## src/rtl/cuadrado.sv

```systemverilog
// Sequential shift-add squarer: Resultado = Op_A * Op_A.
// INIT/DONE start-complete handshake shared with the other arithmetic cores.
//
// state  | meaning
// -------+-----------------------------------------------------------
// S_IDLE | waiting for INIT; Resultado holds the last square
// S_CHECK| inspect the multiplier LSB to choose add or shift
// S_ADD  | accumulate the shifted multiplicand into P
// S_SHIFT| shift A left, B right, decrement the bit counter
// S_END  | one-cycle DONE pulse, then back to idle
module cuadrado #(
  parameter int WIDTH = 16
) (
  input  logic               CLK,
  input  logic               RST_N,
  input  logic               INIT,
  input  logic [WIDTH-1:0]   Op_A,
  output logic               DONE,
  output logic               BUSY,
  output logic [2*WIDTH-1:0] Resultado
);

  localparam int CW = $clog2(WIDTH + 1);

  typedef enum logic [2:0] {
    S_IDLE  = 3'd0,
    S_CHECK = 3'd1,
    S_ADD   = 3'd2,
    S_SHIFT = 3'd3,
    S_END   = 3'd4
  } state_t;

  state_t             state, state_next;
  logic [2*WIDTH-1:0] a_reg;
  logic [WIDTH-1:0]   b_reg;
  logic [2*WIDTH-1:0] p_reg;
  logic [CW-1:0]      count;

  // Next-state decode; only IDLE looks at INIT, so requests while busy are dropped.
  always_comb begin
    state_next = state;
    case (state)
      S_IDLE:  if (INIT) state_next = S_CHECK;
      S_CHECK: state_next = b_reg[0] ? S_ADD : S_SHIFT;
      S_ADD:   state_next = S_SHIFT;
      S_SHIFT: state_next = (count == CW'(1)) ? S_END : S_CHECK;
      S_END:   state_next = S_IDLE;
      default: state_next = S_IDLE;
    endcase
  end

  // State register plus registered DONE/BUSY so the outputs never glitch.
  always_ff @(posedge CLK or negedge RST_N) begin
    if (!RST_N) begin
      state <= S_IDLE;
      DONE  <= 1'b0;
      BUSY  <= 1'b0;
    end else begin
      state <= state_next;
      DONE  <= (state_next == S_END);
      BUSY  <= (state_next != S_IDLE);
    end
  end

  // Datapath: operand capture on acceptance, accumulate in ADD, shift in SHIFT.
  always_ff @(posedge CLK or negedge RST_N) begin
    if (!RST_N) begin
      a_reg <= '0;
      b_reg <= '0;
      p_reg <= '0;
      count <= '0;
    end else begin
      case (state)
        S_IDLE: begin
          if (INIT) begin
            a_reg <= {{WIDTH{1'b0}}, Op_A};
            b_reg <= Op_A;
            p_reg <= '0;
            count <= CW'(WIDTH);
          end
        end
        S_ADD: begin
          p_reg <= p_reg + a_reg;
        end
        S_SHIFT: begin
          a_reg <= a_reg << 1;
          b_reg <= b_reg >> 1;
          count <= count - CW'(1);
        end
        default: begin
        end
      endcase
    end
  end

  assign Resultado = p_reg;

endmodule

```

## config.mk

```make
export PLATFORM = sky130hd
export DESIGN_NAME = cuadrado
export DESIGN_NICKNAME = d
export VERILOG_FILES = /design/src/rtl/cuadrado.sv
export SDC_FILE = /design/constraint.sdc
export NUM_CORES = 1
export LEC_CHECK = 0
export BUFFER_PORTS_ARGS = -buffer_cell sky130_fd_sc_hd__buf_2
export CORE_MARGIN = 2
export CORE_UTILIZATION = 46
export DETAILED_ROUTE_END_ITERATION = 12
export PLACE_DENSITY = 0.71
export SLEW_MARGIN = 25
export SYNTH_ARGS = -nofsm -noshare
export SYNTH_HDL_FRONTEND = slang
export SYNTH_SLANG_ARGS = --single-unit
```

## constraint.sdc

```tcl
create_clock -name CLK -period 3.3 [get_ports CLK]
set_clock_uncertainty 0.15 [all_clocks]
set_input_delay 0.66 -clock CLK [delete_from_list [all_inputs] [get_ports CLK]]
set_output_delay 0.66 -clock CLK [all_outputs]
set_load 0.02 [all_outputs]
```

==> results.md <==
* Status: finished clean
* Die area at 11,800 µm²
* ANT cells at 0
* Global route overflow at 0
* Crit path cell chain: ha_1, inv_1, fa_1, nand2b_1, a21oi_2, o22ai_2, o31ai_2, a211o_1, a21o_1, a41oi_2, xor2_1, o21ai_1
* Share of the synthesized area in the top cell type at 44.9%
* Hold Vio Cnt, Final at 0
* TritonCTS clock tree: done
* Number of I/O pins at 53
* Final net count at 632
* P_leak at 2.81 nW
* Top cells by area, synth: dfrtp_1 45%, ha_1 8.2%, o21ai_0 6.3%, nand2_1 5.5%, a21oi_1 5.2%
* Port Buffers at 52
* Crit Path Class: reg2reg
* DP HPWL at 8170 µm
* Vias per cell at 5.55
* Crit end category: register
* Syn_nets at 580
* Largest net degree at the start of global routing at 49
* Syn Area/Cell at 9.53 µm²
* Leading area contributor after synthesis: dfrtp_1
* Skew-Pair Late Insertion Delay at 380 ps
* Layout cell share with drive strength beyond 1 at 15.9%
* Postcts setup bufs at 0
* Synthesized flop and latch total at 90
* Unrepaired setup endpoints after global routing: false
* Vias in the first global route at 3,954
* Syn Inst Count at 527
* Area of the core at 10,700 µm²
* Antenna Nets Post-Route at 0
* Hold Crit Class: in2async
* Global placement routability congestion at 0.864
* Worst vdd ir at 0.000518 V
* Clock Sinks at 90
* Pre-CTS setup slack at 242 ps
* Post-CTS Hold Fix Bufs at 0
* Yosys cell types at 58
* Max Freq at 335 MHz
* Cell area after synthesis at 5020 µm²
* Synth cell count leaders: 90 x dfrtp_1, 74 x nand2_1, 63 x o21ai_0
* Tightest Pin Transition at 892 ps
* CTS root buffer: clkbuf_8
* H-tree Lvls at 3
* Via count at 4,018
* Largest delay share family, worst path: compound AO/OA/AOI/OAI gates
* Max FO, Critical Path at 4
* Initial antenna violation count at 0
* Row cnt at 38
* Final worst-path cycle share at 90.4%
* Count leader, synth: dfrtp_1
* Max stage delay on crit path at 390 ps
* Longest Clk Path Bufs at 2
* Reported max-cap violation count at 0
* Min setup slack post-route at 318 ps
* DIE WIDTH at 108 µm
* Worst Path Buf+Inv at 1
* Post-CTS Resized at 0
* Number of buffers created by CTS at 9
* Max-slew violations at 0
* PD cells at 967 nW/µm²
* WP data arrival at 3130 ps
* DR pass1 iterations at 4
* Async SR Flop Fraction at 100%
* Residual DRC at 0
* First-pass GRT wire length at 19,000 µm
* Rel. slew slack at 40.4%
* Wire length per cell at 15.6 µm
* CTS clk-pin slew, worst paths at 90 ps
* Synth warnings at 0
* Syn-to-layout area delta at 13.8%
* Worst path required time at 3450 ps
* Routed WL at 11,300 µm
* Min Clock Period, post-route at 2980 ps
* Top FF cell, synth: dfrtp_1
* Worst path slowest cell: dfrtp_1
* Post-synth EDFFs at 0
* Iteration-0 DRC Markers at 206
* GRT Util Overall at 20.9%
* Fin Setup TNS at 0 ps
* Initial Util at 46.7%
* Register area share after synthesis at 44.9%
* Setup violations, final at 0
* Worst setup SP type: register
* Height of the chip at 108 µm
==> worst reg2reg max path, cell delays in order (launching register included) <==
cell and delay [ps]:
dfrtp_1 390, ha_1 200, inv_1 70, fa_1 380, nand2b_1 200, a21oi_2 220, o22ai_2 150, o31ai_2 340
a211o_1 190, a21o_1 200, a41oi_2 140, xor2_1 160, o21ai_1 130
==> layout make-up <==
type / count / area, µm²
fill: 1011 / 5030
multi-input combinational: 405 / 2670
sequential: 90 / 2250
timing repair buffer: 63 / 345
tap: 140 / 175
clock buffer: 11 / 151
clock inverter: 5 / 86.3
inverter: 10 / 37.5
==> metal layers <==
layer	up-vias	GRT usage (%)	wire length [µm]
met5	-	0	0
li1	2020	-	-
met4	0	6.23	177
met1	1916	27.3	5190
met2	69	33.9	5380
met3	13	5.85	548
==> path summary, 6_finish.rpt <==
path,from,slack [ps],cells past startpoint,endpoint
hold reg to reg,b_reg[0]$_DFFE_PN0P_,340,2,b_reg[0]$_DFFE_PN0P_
hold / removal,RST_N,140,1,Resultado[10]$_DFFE_PN0P_
setup / recovery,a_reg[0]$_DFFE_PN0P_,320,12,Resultado[26]$_DFFE_PN0P_
max in group asynchronous,RST_N,2180,2,a_reg[23]$_DFFE_PN0P_
setup reg to reg,a_reg[0]$_DFFE_PN0P_,320,12,Resultado[26]$_DFFE_PN0P_
min in group CLK,b_reg[0]$_DFFE_PN0P_,340,2,b_reg[0]$_DFFE_PN0P_
==> cell usage in the layout (no fill, tap or decap), types with 3 or more instances in the layout <==
| master | netlist | final |
|---|---|---|
| dfrtp_1 | 90 | 90 |
| nand2_1 | 74 | 74 |
| o21ai_0 | 63 | 63 |
| a21oi_1 | 52 | 51 |
| buf_2 | 1 | 51 |
| ha_1 | 33 | 33 |
| a22o_1 | 22 | 22 |
| a21o_1 | 18 | 18 |
| and2_1 | 17 | 17 |
| nor2_1 | 18 | 16 |
| xnor2_1 | 16 | 16 |
| xor2_1 | 12 | 12 |
| buf_4 | 0 | 12 |
| clkbuf_8 | 0 | 11 |
| inv_1 | 10 | 10 |
| o21ai_1 | 6 | 6 |
| nand2b_1 | 5 | 5 |
| nor2b_1 | 5 | 5 |
| o21bai_1 | 5 | 5 |
| nor3_1 | 3 | 3 |
| a31oi_1 | 3 | 3 |
| nand3_1 | 3 | 3 |
| o31ai_1 | 3 | 3 |
| nor3b_1 | 3 | 3 |
| clkinv_4 | 0 | 3 |
==> where the power goes <==
part,switching (mW),internal (mW)
registers,0.383,1.54
clock network,0.414,0.472
logic,1.66,1.07
==> through the flow <==
stage / hold WS [ps] / power, mW / util [%] / std cells / area, µm²
after global placement: 307 / 4.56 / 50.9 / 708 / 5470
after floorplan: 214 / 3.95 / - / 527 / 5020
after detailed placement: 313 / 4.65 / 50.9 / 708 / 5470
after CTS: 152 / 5.55 / 53.1 / 724 / 5710
final: 137 / 5.53 / 53.2 / 724 / 5710
after global routing: 172 / 6.02 / 53.2 / 724 / 5710
==> cells by family after synthesis <==
kind of cell	synth area share, %
AOI/OAI and AO/OA	25.7
and+or+nand+nor	13.1
DFF	44.9
adders and majority gates	8.62
buffers and inverters	2.42
xor gates and xnor gates	4.89
muxes	0.399
Note: power is estimated with default switching activity, not from simulation.
